<file path="config.mk">
export PLATFORM = sky130hd
export DESIGN_NAME = uart_fifo_core_flat
export DESIGN_NICKNAME = d
export VERILOG_FILES = /design/src/rtl/uart_pkg.sv /design/src/rtl/uart_fifo_core_if.sv /design/src/rtl/uart_fifo.sv /design/src/rtl/uart_fifo_core.sv /design/src/flat_wrapper.sv
export SDC_FILE = /design/constraint.sdc
export NUM_CORES = 1
export LEC_CHECK = 0
export CAP_MARGIN = 20
export CORE_UTILIZATION = 60
export CTS_CLUSTER_SIZE = 10
export DETAILED_ROUTE_END_ITERATION = 12
export PLACE_DENSITY = 0.77
export SETUP_SLACK_MARGIN = 0.4
export SYNTH_ARGS = -nofsm -noshare
export SYNTH_HDL_FRONTEND = slang
export SYNTH_SLANG_ARGS = --single-unit
</file>
<file path="constraint.sdc">
create_clock -name clk -period 9.2 [get_ports clk]
set_input_delay 1.38 -clock clk [delete_from_list [all_inputs] [get_ports clk]]
set_output_delay 1.38 -clock clk [all_outputs]
set_load 0.1 [all_outputs]
</file>
<file path="src/rtl/uart_pkg.sv">
// -----------------------------------------------------------------------------
// uart_pkg
// Shared definitions for the UART FIFO core.
//   uart_state_e : state encoding used by both the RX and TX frame FSMs
//   OVERSAMPLE   : baud ticks per serial bit
//   MID_SAMPLE   : ticks from the start-bit edge to its centre
//   clog2()      : pointer/counter width helper
// -----------------------------------------------------------------------------
package uart_pkg;

    typedef enum logic [2:0] {
        IDLE,
        START,
        DATA,
        PARITY,
        STOP
    } uart_state_e;

    localparam int OVERSAMPLE = 16;
    localparam int MID_SAMPLE = 8;

    // Bits needed to index 'value' entries (minimum 1).
    function automatic int clog2(input int value);
        int width;
        width = 1;
        while ((1 << width) < value) begin
            width++;
        end
        return width;
    endfunction

endpackage

</file>
<file path="src/rtl/uart_fifo_core_if.sv">
// -----------------------------------------------------------------------------
// uart_fifo_core_if
// Bus-side FIFO interface of the UART core (debug unit / MIPS bus).
//   wr, w_data  : push a byte into the TX FIFO
//   tx_full     : TX FIFO full
//   rd          : pop the RX FIFO head
//   r_data      : RX FIFO head (show-ahead)
//   rx_empty    : RX FIFO empty
//   clr_err     : clear all sticky error flags
//   frame_err   : sticky stop-bit error
//   overrun     : sticky RX overflow
//   parity_err  : sticky parity error (only with UART_PARITY_EN)
// master = bus side, slave = UART core.
// -----------------------------------------------------------------------------
interface uart_fifo_core_if #(
    parameter int DATA_BITS = 8
);
    logic                 wr;
    logic [DATA_BITS-1:0] w_data;
    logic                 tx_full;
    logic                 rd;
    logic [DATA_BITS-1:0] r_data;
    logic                 rx_empty;
    logic                 clr_err;
    logic                 frame_err;
    logic                 overrun;
`ifdef UART_PARITY_EN
    logic                 parity_err;

    modport master (
        output wr, w_data, rd, clr_err,
        input  tx_full, r_data, rx_empty, frame_err, overrun, parity_err
    );

    modport slave (
        input  wr, w_data, rd, clr_err,
        output tx_full, r_data, rx_empty, frame_err, overrun, parity_err
    );
`else
    modport master (
        output wr, w_data, rd, clr_err,
        input  tx_full, r_data, rx_empty, frame_err, overrun
    );

    modport slave (
        input  wr, w_data, rd, clr_err,
        output tx_full, r_data, rx_empty, frame_err, overrun
    );
`endif

endinterface

</file>
<file path="src/rtl/uart_fifo.sv">
// -----------------------------------------------------------------------------
// uart_fifo
// Synchronous FIFO with wrap-bit pointers and a registered show-ahead head.
//   clk, rst_n : clock, asynchronous active-low reset
//   wr, w_data : push (ignored while full, even with a same-cycle rd)
//   rd         : pop  (ignored while empty, even with a same-cycle wr)
//   r_data     : current head, held unchanged while the FIFO is empty
//   full       : low pointer bits equal, wrap bits differ
//   empty      : pointers equal
// -----------------------------------------------------------------------------
module uart_fifo
    import uart_pkg::*;
#(
    parameter int WIDTH = 8,
    parameter int DEPTH = 16
) (
    input  logic             clk,
    input  logic             rst_n,
    input  logic             wr,
    input  logic [WIDTH-1:0] w_data,
    input  logic             rd,
    output logic [WIDTH-1:0] r_data,
    output logic             full,
    output logic             empty
);

    localparam int AW = clog2(DEPTH);

    logic [WIDTH-1:0] mem [DEPTH];
    logic [AW:0]      wr_ptr;
    logic [AW:0]      rd_ptr;
    logic [AW:0]      wr_ptr_nxt;
    logic [AW:0]      rd_ptr_nxt;
    logic             do_wr;
    logic             do_rd;
    logic [WIDTH-1:0] head_nxt;

    assign full  = (wr_ptr[AW] != rd_ptr[AW]) && (wr_ptr[AW-1:0] == rd_ptr[AW-1:0]);
    assign empty = (wr_ptr == rd_ptr);
    assign do_wr = wr && !full;
    assign do_rd = rd && !empty;

    assign wr_ptr_nxt = wr_ptr + {{AW{1'b0}}, do_wr};
    assign rd_ptr_nxt = rd_ptr + {{AW{1'b0}}, do_rd};

    // Head after this cycle's operations. A write landing in the slot that
    // becomes the head must forward w_data, since mem is not yet updated.
    always_comb begin
        // NOTE: default first so every path assigns head_nxt and no latch is inferred.
        head_nxt = r_data;
        if (wr_ptr_nxt != rd_ptr_nxt) begin
            if (do_wr && (rd_ptr_nxt[AW-1:0] == wr_ptr[AW-1:0])) begin
                head_nxt = w_data;
            end else begin
                head_nxt = mem[rd_ptr_nxt[AW-1:0]];
            end
        end
    end

    // NOTE: storage array is deliberately left out of reset; only pointers and
    // the head register need defined values, and an unreset array maps to RAM.
    always_ff @(posedge clk) begin
        if (do_wr) begin
            mem[wr_ptr[AW-1:0]] <= w_data;
        end
    end

    // NOTE: sequential state uses non-blocking assignments so all registers
    // update together from pre-edge values.
    always_ff @(posedge clk or negedge rst_n) begin
        if (!rst_n) begin
            wr_ptr <= '0;
            rd_ptr <= '0;
            r_data <= '0;
        end else begin
            wr_ptr <= wr_ptr_nxt;
            rd_ptr <= rd_ptr_nxt;
            r_data <= head_nxt;
        end
    end

endmodule

</file>
<file path="src/rtl/uart_fifo_core.sv">
// -----------------------------------------------------------------------------
// uart_fifo_core
// Oversampling UART receiver and transmitter sharing one baud-tick generator,
// each buffered by its own uart_fifo.
//   clk, rst_n : system clock, asynchronous active-low reset
//   rx         : serial input, idle high (2-flop synchronised)
//   tx         : serial output, idle high
//   bus        : uart_fifo_core_if.slave (FIFO access and sticky errors)
// Parameters: DIVISOR (clk per 16x tick, >=2), DATA_BITS (5..8),
//   STOP_BITS (1 or 2, TX only), FIFO_DEPTH (power of 2, >=2).
// Optional feature: define UART_PARITY_EN for an even parity bit on TX,
//   parity checking on RX and the sticky parity_err flag.
// -----------------------------------------------------------------------------
module uart_fifo_core
    import uart_pkg::*;
#(
    parameter int DIVISOR    = 27,
    parameter int DATA_BITS  = 8,
    parameter int STOP_BITS  = 1,
    parameter int FIFO_DEPTH = 16
) (
    input  logic               clk,
    input  logic               rst_n,
    input  logic               rx,
    output logic               tx,
    uart_fifo_core_if.slave    bus
);

    localparam int              DIV_W       = clog2(DIVISOR);
    localparam logic [DIV_W-1:0] DIV_LAST   = DIV_W'(DIVISOR - 1);
    localparam logic [3:0]      SAMPLE_LAST = 4'(OVERSAMPLE - 1);
    localparam logic [3:0]      MID_LAST    = 4'(MID_SAMPLE - 1);
    localparam logic [3:0]      DATA_LAST   = 4'(DATA_BITS - 1);
    localparam logic [3:0]      STOP_LAST   = 4'(STOP_BITS - 1);

    // ---------------------------------------------------------------- ticks
    logic [DIV_W-1:0] div_cnt;
    logic             tick;

    assign tick = (div_cnt == DIV_LAST);

    always_ff @(posedge clk or negedge rst_n) begin
        if (!rst_n) begin
            div_cnt <= '0;
        end else if (tick) begin
            div_cnt <= '0;
        end else begin
            div_cnt <= div_cnt + DIV_W'(1);
        end
    end

    // ------------------------------------------------------------ receiver
    logic                 rx_meta;
    logic                 rx_sync;
    uart_state_e          rx_state;
    logic [3:0]           rx_tick_cnt;
    logic [3:0]           rx_bit_cnt;
    logic [DATA_BITS-1:0] rx_shift;
    logic                 rx_sample;
    logic                 rx_push;
    logic                 rx_full;
`ifdef UART_PARITY_EN
    logic                 rx_par_bit;
`endif

    always_ff @(posedge clk or negedge rst_n) begin
        if (!rst_n) begin
            rx_meta <= 1'b1;
            rx_sync <= 1'b1;
        end else begin
            rx_meta <= rx;
            rx_sync <= rx_meta;
        end
    end

    // Bit-centre sample point (16 ticks after the previous centre).
    assign rx_sample = tick && (rx_tick_cnt == SAMPLE_LAST);
    // Push happens on the stop-bit centre tick so rx_empty falls on the next edge.
    assign rx_push   = (rx_state == STOP) && rx_sample;

    always_ff @(posedge clk or negedge rst_n) begin
        if (!rst_n) begin
            rx_state    <= IDLE;
            rx_tick_cnt <= '0;
            rx_bit_cnt  <= '0;
            rx_shift    <= '0;
`ifdef UART_PARITY_EN
            rx_par_bit  <= 1'b0;
`endif
        end else begin
            case (rx_state)
                IDLE: begin
                    rx_tick_cnt <= '0;
                    if (!rx_sync) begin
                        rx_state <= START;
                    end
                end
                START: begin
                    if (tick) begin
                        if (rx_tick_cnt == MID_LAST) begin
                            // Line back high at start-bit centre: treat as glitch.
                            rx_tick_cnt <= '0;
                            rx_bit_cnt  <= '0;
                            rx_state    <= rx_sync ? IDLE : DATA;
                        end else begin
                            rx_tick_cnt <= rx_tick_cnt + 4'd1;
                        end
                    end
                end
                DATA: begin
                    if (rx_sample) begin
                        rx_tick_cnt <= '0;
                        rx_shift    <= {rx_sync, rx_shift[DATA_BITS-1:1]};
                        if (rx_bit_cnt == DATA_LAST) begin
                            rx_bit_cnt <= '0;
`ifdef UART_PARITY_EN
                            rx_state   <= PARITY;
`else
                            rx_state   <= STOP;
`endif
                        end else begin
                            rx_bit_cnt <= rx_bit_cnt + 4'd1;
                        end
                    end else if (tick) begin
                        rx_tick_cnt <= rx_tick_cnt + 4'd1;
                    end
                end
`ifdef UART_PARITY_EN
                PARITY: begin
                    if (rx_sample) begin
                        rx_tick_cnt <= '0;
                        rx_par_bit  <= rx_sync;
                        rx_state    <= STOP;
                    end else if (tick) begin
                        rx_tick_cnt <= rx_tick_cnt + 4'd1;
                    end
                end
`endif
                STOP: begin
                    if (rx_sample) begin
                        rx_tick_cnt <= '0;
                        rx_state    <= IDLE;
                    end else if (tick) begin
                        rx_tick_cnt <= rx_tick_cnt + 4'd1;
                    end
                end
                default: begin
                    rx_state    <= IDLE;
                    rx_tick_cnt <= '0;
                end
            endcase
        end
    end

    uart_fifo #(
        .WIDTH (DATA_BITS),
        .DEPTH (FIFO_DEPTH)
    ) u_rx_fifo (
        .clk    (clk),
        .rst_n  (rst_n),
        .wr     (rx_push),
        .w_data (rx_shift),
        .rd     (bus.rd),
        .r_data (bus.r_data),
        .full   (rx_full),
        .empty  (bus.rx_empty)
    );

    // -------------------------------------------------------- sticky errors
    logic frame_err_q;
    logic overrun_q;
`ifdef UART_PARITY_EN
    logic parity_err_q;
`endif

    // clr_err wins over a same-cycle error event; that event is not recorded.
    always_ff @(posedge clk or negedge rst_n) begin
        if (!rst_n) begin
            frame_err_q  <= 1'b0;
            overrun_q    <= 1'b0;
`ifdef UART_PARITY_EN
            parity_err_q <= 1'b0;
`endif
        end else if (bus.clr_err) begin
            frame_err_q  <= 1'b0;
            overrun_q    <= 1'b0;
`ifdef UART_PARITY_EN
            parity_err_q <= 1'b0;
`endif
        end else begin
            if (rx_push && !rx_sync) begin
                frame_err_q <= 1'b1;
            end
            if (rx_push && rx_full) begin
                overrun_q <= 1'b1;
            end
`ifdef UART_PARITY_EN
            if (rx_push && (rx_par_bit != ^rx_shift)) begin
                parity_err_q <= 1'b1;
            end
`endif
        end
    end

    assign bus.frame_err  = frame_err_q;
    assign bus.overrun    = overrun_q;
`ifdef UART_PARITY_EN
    assign bus.parity_err = parity_err_q;
`endif

    // --------------------------------------------------------- transmitter
    uart_state_e          tx_state;
    logic [3:0]           tx_tick_cnt;
    logic [3:0]           tx_bit_cnt;
    logic [DATA_BITS-1:0] tx_shift;
    logic [DATA_BITS-1:0] tx_head;
    logic                 tx_empty;
    logic                 tx_bit_done;
    logic                 tx_pop;
    logic                 tx_q;
`ifdef UART_PARITY_EN
    logic                 tx_par;
`endif

    assign tx_bit_done = tick && (tx_tick_cnt == SAMPLE_LAST);
    // Frames start on a tick so every bit lasts exactly 16 ticks; the last
    // stop-bit tick also starts the next frame, leaving no idle gap.
    assign tx_pop = !tx_empty &&
                    (((tx_state == IDLE) && tick) ||
                     ((tx_state == STOP) && tx_bit_done && (tx_bit_cnt == STOP_LAST)));

    always_ff @(posedge clk or negedge rst_n) begin
        if (!rst_n) begin
            tx_state    <= IDLE;
            tx_tick_cnt <= '0;
            tx_bit_cnt  <= '0;
            tx_shift    <= '0;
            tx_q        <= 1'b1;
`ifdef UART_PARITY_EN
            tx_par      <= 1'b0;
`endif
        end else begin
            case (tx_state)
                IDLE: begin
                    tx_q        <= 1'b1;
                    tx_tick_cnt <= '0;
                    if (tx_pop) begin
                        tx_shift <= tx_head;
                        tx_q     <= 1'b0;
                        tx_state <= START;
`ifdef UART_PARITY_EN
                        tx_par   <= ^tx_head;
`endif
                    end
                end
                START: begin
                    if (tx_bit_done) begin
                        tx_tick_cnt <= '0;
                        tx_bit_cnt  <= '0;
                        tx_q        <= tx_shift[0];
                        tx_state    <= DATA;
                    end else if (tick) begin
                        tx_tick_cnt <= tx_tick_cnt + 4'd1;
                    end
                end
                DATA: begin
                    if (tx_bit_done) begin
                        tx_tick_cnt <= '0;
                        if (tx_bit_cnt == DATA_LAST) begin
                            tx_bit_cnt <= '0;
`ifdef UART_PARITY_EN
                            tx_q       <= tx_par;
                            tx_state   <= PARITY;
`else
                            tx_q       <= 1'b1;
                            tx_state   <= STOP;
`endif
                        end else begin
                            tx_bit_cnt <= tx_bit_cnt + 4'd1;
                            tx_shift   <= tx_shift >> 1;
                            tx_q       <= tx_shift[1];
                        end
                    end else if (tick) begin
                        tx_tick_cnt <= tx_tick_cnt + 4'd1;
                    end
                end
`ifdef UART_PARITY_EN
                PARITY: begin
                    if (tx_bit_done) begin
                        tx_tick_cnt <= '0;
                        tx_bit_cnt  <= '0;
                        tx_q        <= 1'b1;
                        tx_state    <= STOP;
                    end else if (tick) begin
                        tx_tick_cnt <= tx_tick_cnt + 4'd1;
                    end
                end
`endif
                STOP: begin
                    if (tx_bit_done) begin
                        tx_tick_cnt <= '0;
                        if (tx_bit_cnt == STOP_LAST) begin
                            tx_bit_cnt <= '0;
                            if (tx_pop) begin
                                tx_shift <= tx_head;
                                tx_q     <= 1'b0;
                                tx_state <= START;
`ifdef UART_PARITY_EN
                                tx_par   <= ^tx_head;
`endif
                            end else begin
                                tx_state <= IDLE;
                            end
                        end else begin
                            tx_bit_cnt <= tx_bit_cnt + 4'd1;
                        end
                    end else if (tick) begin
                        tx_tick_cnt <= tx_tick_cnt + 4'd1;
                    end
                end
                default: begin
                    tx_state <= IDLE;
                    tx_q     <= 1'b1;
                end
            endcase
        end
    end

    assign tx = tx_q;

    uart_fifo #(
        .WIDTH (DATA_BITS),
        .DEPTH (FIFO_DEPTH)
    ) u_tx_fifo (
        .clk    (clk),
        .rst_n  (rst_n),
        .wr     (bus.wr),
        .w_data (bus.w_data),
        .rd     (tx_pop),
        .r_data (tx_head),
        .full   (bus.tx_full),
        .empty  (tx_empty)
    );

endmodule

</file>
<file path="src/flat_wrapper.sv">
// flat-port wrapper written by rule: the top's interface ports become plain ports
module uart_fifo_core_flat import uart_pkg::*;
#(
    parameter int DIVISOR    = 27,
    parameter int DATA_BITS  = 8,
    parameter int STOP_BITS  = 1,
    parameter int FIFO_DEPTH = 16
)
  (clk, rst_n, rx, tx, bus_wr, bus_w_data, bus_rd, bus_clr_err, bus_tx_full, bus_r_data, bus_rx_empty, bus_frame_err, bus_overrun);
  uart_fifo_core_if #(.DATA_BITS(DATA_BITS)) bus_i ();
  input  logic clk;
  input  logic rst_n;
  input  logic rx;
  output logic tx;
  input wire logic [$bits(bus_i.wr)-1:0] bus_wr;
  input wire logic [$bits(bus_i.w_data)-1:0] bus_w_data;
  input wire logic [$bits(bus_i.rd)-1:0] bus_rd;
  input wire logic [$bits(bus_i.clr_err)-1:0] bus_clr_err;
  output wire logic [$bits(bus_i.tx_full)-1:0] bus_tx_full;
  output wire logic [$bits(bus_i.r_data)-1:0] bus_r_data;
  output wire logic [$bits(bus_i.rx_empty)-1:0] bus_rx_empty;
  output wire logic [$bits(bus_i.frame_err)-1:0] bus_frame_err;
  output wire logic [$bits(bus_i.overrun)-1:0] bus_overrun;
  assign bus_i.wr = bus_wr;
  assign bus_i.w_data = bus_w_data;
  assign bus_i.rd = bus_rd;
  assign bus_i.clr_err = bus_clr_err;
  assign bus_tx_full = bus_i.tx_full;
  assign bus_r_data = bus_i.r_data;
  assign bus_rx_empty = bus_i.rx_empty;
  assign bus_frame_err = bus_i.frame_err;
  assign bus_overrun = bus_i.overrun;
  uart_fifo_core #(.DIVISOR(DIVISOR), .DATA_BITS(DATA_BITS), .STOP_BITS(STOP_BITS), .FIFO_DEPTH(FIFO_DEPTH)) u_core (.clk(clk), .rst_n(rst_n), .rx(rx), .tx(tx), .bus(bus_i));
endmodule
</file>
Word level (Yosys, flattened, before mapping). Memory sizes are Yosys's and may differ from the RTL's. A register that Yosys moved wholly into a read port is not among the register bits. Cells that the tools add are included.

Memories kept: 2. Memory bits (writable): 256. Word-level logic and storage cells: 166. Register bits after elaboration: 68. Output and inout bits: 13. Bits of input ports: 14.

Equal/unequal tests: 36. Reduce and logical (&&, ||, !) cells: 43. Add/subtract/negate cells: 9. Multiplexer cells: 58.

Memory list: u_core.u_rx_fifo.mem (words 16, bits a word 8, rd ports 1, clocked after memory_dff 1, write ports 1, RTL line uart_fifo.sv:29) `logic [WIDTH-1:0] mem [DEPTH];`; u_core.u_tx_fifo.mem (words 16, bits a word 8, rd ports 1, clocked after memory_dff 1, write ports 1, RTL line uart_fifo.sv:29).

Operator list (number): $mux W4 (15); $mux W8 (5); $mux W3 (12); $pmux W3 S4 (2); $pmux W4 S2 (3); $pmux W8 S3 (1); $add A5 B1 Y5 (4); $ne A2 B1 Y1 const B (9); $add A4 B1 Y4 const B (4); $mux W1 (16); $logic_and A1 B1 Y1 (15); $eq A4 B3 Y1 const B (3); $pmux W4 S3 (1); $reduce_and A6 Y1 (2); $eq A5 B5 Y1 (2); $ne A2 B2 Y1 const B (5); $ne A5 B5 Y1 (2); $reduce_and A5 Y1 (2); $eq A4 B4 Y1 (2); $eq A4 B4 Y1 const B (2); $reduce_and A4 Y1 (2); $reduce_bool A2 Y1 (4); $logic_not A1 Y1 (7); $eq A3 B1 Y1 const B (2); 16 further kinds (24).

Longest topological paths before layout. Gate-level depths: netlist of the first run.

Word-level depth: 10. Gate-level depth with buffers: 16. Mapped depth without buffers: 14.

By module. A second synthesis of the first run with hierarchy kept.

Cell total of the unflattened synthesis: 944. Area, all modules: 14620.3 um^2.

By module, submodules not included: uart_fifo at u_core.u_rx_fifo (area an instance 6103.4 um^2, cells each 344, instances 1, sequential area each 4294.1 um^2); uart_fifo at u_core.u_tx_fifo (area an instance 6033.3 um^2, cells each 343, instances 1, sequential area each 4294.1 um^2); uart_fifo_core (area an instance 2483.6 um^2, cells each 257, instances 1, sequential area each 1204.9 um^2).

Worst setup path before layout of the first run. Ideal clock, no wire load.

Kind: reg-to-reg. From: reg u_core.u_rx_fifo.wr_ptr[1]. To: reg u_core.u_rx_fifo.r_data[1] (read register of u_core.u_rx_fifo.mem). Buffers on the path: 3. Data required time: 9.063 ns. Cell stages (with the launch flop): 13. Period minus slack after synthesis: 4.558 ns. Slack: 4.642 ns. Data arrival time: 4.421 ns. Library setup time: 0.137 ns. Cell sequence: dfrtp_1 -> clkbuf_1 -> xnor2_1 -> nand4_1 -> nor2_1 -> nor2b_1 -> ha_1 -> clkbuf_1 -> buf_2 -> mux4_2 -> mux4_2 -> mux2i_1 -> a21oi_1.

Elaborated cells between the ends (all ways): 10. Classes of those cells: add/sub: 2; eq/ne: 3; reduce/logical: 5.

RTL lines: start: declaration (RTL line uart_fifo.sv:30) `logic [AW:0] wr_ptr;`; start signal: assignment (RTL line uart_fifo.sv:76) `wr_ptr <= wr_ptr_nxt;`; $eq A5 B5 Y1 * (RTL line uart_fifo.sv:39) `assign empty = (wr_ptr == rd_ptr);`; via bus_rx_empty (RTL line flat_wrapper.sv:21) `output wire logic [$bits(bus_i.rx_empty)-1:0] bus_rx_empty;`; $logic_not A1 Y1 * (RTL line uart_fifo.sv:41) `assign do_rd = rd && !empty;`; $logic_and A1 B1 Y1 * (RTL line uart_fifo.sv:41); $add A5 B1 Y5 * (RTL line uart_fifo.sv:44) `assign rd_ptr_nxt = rd_ptr + {{AW{1'b0}}, do_rd};`; via u_core.u_rx_fifo.rd_ptr_nxt[0] (RTL line uart_fifo.sv:33) `logic [AW:0] rd_ptr_nxt;`; $ne A5 B5 Y1 (RTL line uart_fifo.sv:51) `if (wr_ptr_nxt != rd_ptr_nxt) begin`; end: declaration (RTL line uart_fifo.sv:22) `output logic [WIDTH-1:0] r_data,`.

Mark *: on every way through the listed nets, which the timed path passes. The rest lies on a longest branch. A chain may end at the register's enable or synchronous reset.

Final worst setup path of the first run.
From: reg u_core.u_tx_fifo.wr_ptr[3]. To: out bus_tx_full.

Word-level cells in the longest chain between the ends: 2.

Ends and longest elaborated chain: start: declaration (RTL line uart_fifo.sv:30); start signal: assignment (RTL line uart_fifo.sv:76); $eq A4 B4 Y1 (RTL line uart_fifo.sv:38) `assign full = (wr_ptr[AW] != rd_ptr[AW]) && (wr_ptr[AW-1:0] == rd_ptr[AW-1:0]);`; $logic_and A1 B1 Y1 (RTL line uart_fifo.sv:38); end: declaration (RTL line flat_wrapper.sv:19) `output wire logic [$bits(bus_i.tx_full)-1:0] bus_tx_full;`.

No other way between the ends.

==> results of run 1 <==
## metrics by stage
step / setup WS [ns] / hold WS [ns] / area (sq um) / instances / utilization [%]
floorplan: 4.642 / 0.3452 / 14250 / 847 / -
global placement: 4.975 / 0.3509 / 14870 / 1168 / 63.54
detailed placement: 4.865 / 0.3488 / 14890 / 1170 / 63.61
CTS: 4.915 / 0.3596 / 16040 / 1242 / 68.55
global route: 4.777 / 0.3630 / 16070 / 1243 / 68.66
finish: 4.923 / 0.3567 / 16070 / 1243 / 68.66
## sequential cells by signal, indices dropped and copies added (netlist names), 3 cells and up
name	count
u_core.u_tx_fifo.r_data	8
u_core.div_cnt	5
u_core.u_rx_fifo.r_data	8
u_core.u_rx_fifo.mem	128
u_core.u_tx_fifo.rd_ptr	5
u_core.tx_bit_cnt	4
u_core.rx_shift	8
u_core.tx_tick_cnt	4
u_core.u_rx_fifo.rd_ptr	5
u_core.rx_tick_cnt	4
u_core.u_tx_fifo.mem	128
u_core.tx_shift	8
u_core.u_tx_fifo.wr_ptr	5
u_core.u_rx_fifo.wr_ptr	5
u_core.tx_state	3
u_core.rx_state	3
u_core.rx_bit_cnt	4
## layout make-up
type                            instances  area [sq um]  share of cell area, %
Multi-Input combinational cell        449          4229                  26.32
Timing Repair Buffer                   46         427.9                  2.663
Sequential cell                       340          9793                  60.94
Clock inverter                          1         7.507                0.04672
Tap cell                              319         399.1                  2.484
Inverter                               17         63.81                 0.3971
Clock buffer                           71          1149                  7.148
## layout by cell type, fill, tap and decap left out, types with 6 or more instances in the layout
| cell | n |
|---|---|
| nand3_1 | 19 |
| a21oi_1 | 30 |
| edfxtp_1 | 256 |
| nand2b_1 | 7 |
| o21ai_0 | 21 |
| nand2_1 | 35 |
| nor3_1 | 14 |
| nor2_1 | 79 |
| xor2_1 | 13 |
| buf_4 | 20 |
| mux2_2 | 10 |
| ha_1 | 12 |
| mux2i_1 | 25 |
| clkbuf_16 | 41 |
| o21ai_1 | 6 |
| mux4_2 | 80 |
| xnor2_1 | 32 |
| dfrtp_1 | 81 |
| inv_1 | 16 |
| clkbuf_1 | 29 |
| clkdlybuf4s50_1 | 25 |
## kinds of logic (layout without fill, tap and decap cells)
logic type | after synthesis | count (layout) | synth area share, %
XOR/XNOR | 46 | 46 | 2.881
multiplexers | 115 | 115 | 15.19
AND/OR/NAND/NOR | 182 | 182 | 6.262
flip-flops | 340 | 340 | 68.74
adder cells (fa/ha/maj) | 19 | 19 | 1.598
AO/OA/AOI/OAI | 87 | 87 | 3.698
buffers and inverters | 58 | 135 | 1.625
## worst paths after layout
check / to / slack, ns / cells past startpoint
hold reg to reg: u_core.rx_sync / 0.36 / 0
setup / recovery: bus_tx_full / 4.92 / 4
min in group asynchronous: u_core.u_rx_fifo.wr_ptr[0] / 0.72 / 1
setup reg to reg: u_core.u_tx_fifo.r_data[6] / 5.18 / 11
max in group asynchronous: u_core.tx / 7.81 / 2
hold / removal: u_core.rx_sync / 0.36 / 0
## power by group
| part | switching, W | internal, W | leakage [nW] |
|---|---|---|---|
| clock | 0.000570 | 0.000838 | 0.547 |
| combinational | 0.000400 | 0.000305 | 1.58 |
| sequential | 0.0000868 | 0.00177 | 3.07 |
| total | 0.00106 | 0.00291 | 5.19 |
## per-layer routing
layer / vias to the layer above / global-route usage, % / wire length, um
li1: 3376 / - / -
met1: 3978 / 29.71 / 10960
met2: 248 / 42.54 / 14730
met3: 65 / 4.417 / 1298
met4: 0 / 9.524 / 827
met5: - / 0 / 0
==> out/results.ini, run 1 <==
[run_status]
status = finished, final reports clean

[synthesis]
synth_edf_count = 256
synth_area_leaders = edfxtp_1 54%, dfrtp_1 14%, mux4_2 13%
synth_common_cells = 256 x edfxtp_1, 81 x dfrtp_1, 80 x mux4_2, 79 x nor2_1, 35 x nand2_1
synth_cells = 847
synth_most_common_cell = edfxtp_1
synth_nets = 876
ys_seq_elements = 340
syn_area_per_cell_sq_um = 16.82
synth_area_leader_cell = edfxtp_1
synthFlopType = edfxtp_1
yosysWarnings = 0
synth-seq-area-share_pct = 68.74
yosysTopAreaCellShare_pct = 53.96
synthArstFlopShare_pct = 24.71
syn_area_sq_mm = 0.01425
synth_cell_types = 57

[setup_path]
crit_required_ns = 7.82
crit_family = buffers and inverters
crit_fanout = 10
worstSetupPathType = reg -> out
max_stage_delay_ns = 1.14
r2r-start = u_core.div_cnt[0]
cp-startpoint = u_core.u_tx_fifo.wr_ptr[3]
path_cells = xnor2_1 > nand4_1 > nor2_1 > clkdlybuf4s50_1
critical_path.startpoint_type = flip-flop
critPathBufInv = 1
crit_arrival_ns = 2.90
slowest_stage = clkdlybuf4s50_1
end_kind = output pin

[floorplan]
die_width_um = 156.1
placement_rows = 56
core_area_sq_mm = 0.02340
dieArea_sq_mm = 0.02436
start_util_pct = 60.87
fp.dieH_um = 156.1
io_pins = 27

[route]
vias = 7667
drc_errors = 0
postRouteAntennaNets = 0
viasPerCell = 6.168
wl_per_cell_um = 22.38
first_pass_iters = 5
drt_iter0_markers = 559
wirelength_mm = 27.81

[sta]
finalSetupViolCount = 0
setup_tns_ns = 0
period_share_pct = 46.49
skew_ns = 0.01251
rsz0062_at_grt = no
worst_pin_slew_ns = 0.9846
finalHoldViolCount = 0
slew_headroom_pct = 34.16
fmax_mhz = 233.8
slew_viol_final = 0
fin_crit_ns = 4.277

[power]
power_leakage_nw = 5.192
vdd_drop_max_uv = 180.5
powerDensity_mw_per_mm2 = 246.9
total_power_w = 0.003968

[final_layout]
area_growth_pct = 12.80
diodes = 0
drive_gt1_share_pct = 18.29
finalNetCount = 923
fillers = 1537

[clocking]
clkLatencyLatePin_ns = 0.51
cts_tree = done
cts_hold_buf = 0
cts-resized-gates = 0
cts.clk_slew.worst_paths_ns = 0.05
numCtsBuffers = 40
cts_root_buf = clkbuf_16
ctsHtreeMaxLevel = 2
post_cts_buffers = 0
cts.sinks = 340
clk_path_buf_depth = 3

[placement]
dp_hpwl_mm = 17.44
place.gp.congestion = 0.8118
io_buffers = 26

[job]
maxCapViolCount = 0

[global_route]
grt_pass1_vias = 7990
grt_max_degree = 85
antenna_found_initial = 0
grt.total_usage_pct = 24.16
grt_overflow = 0
grt_pass1_wl_mm = 43.96

[min_path]
min_path_type = reg -> reg
min_from = u_core.rx_meta

(Power assumes the default switching activity.)
==> run 2: changes to the inputs <==
Settings changed: CORE_UTILIZATION 60 to 56, PLACE_DENSITY 0.77 to 0.76.
Clock period 9.2 ns to 3.6 ns, I/O delays scaled along.
==> run 2 against run 1 <==
Critical path depth rose by 9. Clock power grew to 2.6 times the previous value. Non-clock buffer count grew 71. Sequential share of layout area is 3.4 points lower. Routed wire length up 13%. Sequential power increased to 2.5 times the previous value. Critical endpoint is now u_core.u_tx_fifo.r_data[5]. Largest cell class unchanged.
==> out/results.ini, run 2 (synthesis gave the netlist of run 1 again) <==
[run_status]
status = finished, final reports clean

[clocking]
ctsHtreeMaxLevel = 2
clkLatencyLatePin_ns = 0.53
cts.clk_slew.worst_paths_ns = 0.06
cts.sinks = 340
clk_path_buf_depth = 3
cts_tree = done
cts_hold_buf = 0
numCtsBuffers = 40
cts_root_buf = clkbuf_16

[final_layout]
multiInputGateArea_sq_mm = 0.004431
drive_gt1_share_pct = 27.78
layout_common_cells = 256 x edfxtp_1, 80 x mux4_2, 79 x buf_4, 77 x nor2_1, 77 x dfrtp_1
finalNetCount = 995
regArea_sq_mm = 0.009798
fillers = 1579
fin_area_sq_mm = 0.01703
mostFrequentLayoutCell = edfxtp_1
diodes = 0
area_growth_pct = 19.57

[placement]
io_buffers = 26
placed_cell_area_sq_mm = 0.01530
dp_hpwl_mm = 18.08
place.gp.congestion = 0.8034

[route]
vias = 8038
viasPerCell = 6.057
first_pass_iters = 5
drc_errors = 0
wl_per_cell_um = 23.74
postRouteAntennaNets = 0
wirelength_mm = 31.50
drt_iter0_markers = 839

[floorplan]
dieArea_sq_mm = 0.02608
placement_rows = 58
core_area_sq_mm = 0.02504
io_pins = 27
die_width_um = 161.5
fp.dieH_um = 161.5
start_util_pct = 56.90

[job]
maxCapViolCount = 0

[power]
vdd_drop_max_uv = 500.0
power_leakage_nw = 5.686
powerDensity_mw_per_mm2 = 637.4

[sta]
fin_crit_ns = 3.154
skew_ns = 0.03234
slew_headroom_pct = 28.29
rsz0062_at_grt = yes
slew_viol_final = 0
period_share_pct = 87.61
setup_tns_ns = 0
worst_pin_slew_ns = 1.072
finalHoldViolCount = 0
fmax_mhz = 317.1
finalSetupViolCount = 0

[setup_path]
reg2reg_to = u_core.u_tx_fifo.r_data[5]
worstSetupPathType = reg -> reg
crit_arrival_ns = 3.56
ff2ff_setup_slack_ns = 0.45
crit_required_ns = 4.01
critical_path.startpoint_type = flip-flop
end_kind = flip-flop
crit_fanout = 5
r2r-start = u_core.tx_bit_cnt[1]
reg2regPathDepth = 13

[min_path]
min_path_type = in -> async

[global_route]
grt_pass1_vias = 8130
grt_overflow = 0
grt_pass1_wl_mm = 46.68
antenna_found_initial = 0
grt_max_degree = 49
grt.total_usage_pct = 24.19

-- run 2: final cells by class --
| type | instances | area share (%) |
|---|---|---|
| clock buffer | 69 | 6.515 |
| clock inverter | 4 | 0.3526 |
| inverter | 17 | 0.3746 |
| multi-input combinational | 450 | 26.01 |
| sequential | 340 | 57.52 |
| tap | 330 | 2.424 |
| timing repair buffer | 117 | 6.802 |
-- run 2: worst max-delay path, stage by stage (launching register included) --
cell	delay (ns)
dfrtp_1	0.39
inv_2	0.08
ha_4	0.12
or3b_4	0.37
o21ai_2	0.14
o2111ai_2	0.14
inv_2	0.11
ha_4	0.17
buf_12	0.13
buf_12	0.12
mux4_2	0.51
mux4_2	0.48
mux2i_1	0.20
a21oi_1	0.10
-- run 2: per-stage QoR --
stage | total power (W) | util (%) | hold WS (ns) | instances | setup slack [ns]
final | 0.01086 | 68.04 | 0.06094 | 1327 | 0.4461
after global routing | 0.01125 | 68.04 | 0.1077 | 1327 | 0.3262
after CTS | 0.01072 | 66.91 | 0.07491 | 1310 | 0.4063
after detailed placement | 0.006845 | 61.10 | 0.3492 | 1224 | 0.1061
after global placement | 0.006816 | 61.10 | 0.3503 | 1224 | 0.2223
after floorplan | 0.006462 | - | 0.2444 | 847 | 0.1848
-- run 2: metal layers --
metal	share of wire (%)	track usage [%]	wire length [um]	up-vias
li1	-	-	-	3529
met1	38	30.10	11880	4095
met2	53	42.40	16790	337
met3	5.7	4.186	1799	77
met4	3.3	9.434	1024	0
met5	0	0	0	-
-- run 2: worst max-delay path by stage --
stage / start / cells after the start / endpoint / slack, ns
global route: u_core.tx_bit_cnt[1] / 13 / u_core.u_tx_fifo.r_data[5] / 0.33
detailed placement: u_core.tx_bit_cnt[0] / 13 / u_core.u_tx_fifo.r_data[5] / 0.11
floorplan: u_core.u_rx_fifo.wr_ptr[2] / 12 / u_core.u_rx_fifo.r_data[1] / 0.18
CTS: u_core.u_rx_fifo.wr_ptr[0] / 10 / u_core.u_rx_fifo.r_data[4] / 0.41
finish: u_core.tx_bit_cnt[1] / 13 / u_core.u_tx_fifo.r_data[5] / 0.45
global placement: u_core.tx_bit_cnt[0] / 13 / u_core.u_tx_fifo.r_data[2] / 0.22
-- run 2: report_power, final --
group          internal (W)  switching [W]
Clock               0.00216        0.00148
Sequential          0.00452       0.000202
Combinational       0.00121        0.00129
-- run 2: repair_timing --
action                                  4_1_cts  5_1_grt
gates cloned                                  5        3
resized for setup                            18       28
endpoints found under the setup margin       16       16
buffers inserted                              8       14
pin swaps                                     4       11
==> run 3: changes to the inputs <==
Settings changed: SKIP_LAST_GASP set to 1.
==> results of run 3 <==
Final layout, timing and power as in run 2 (identical DEF).
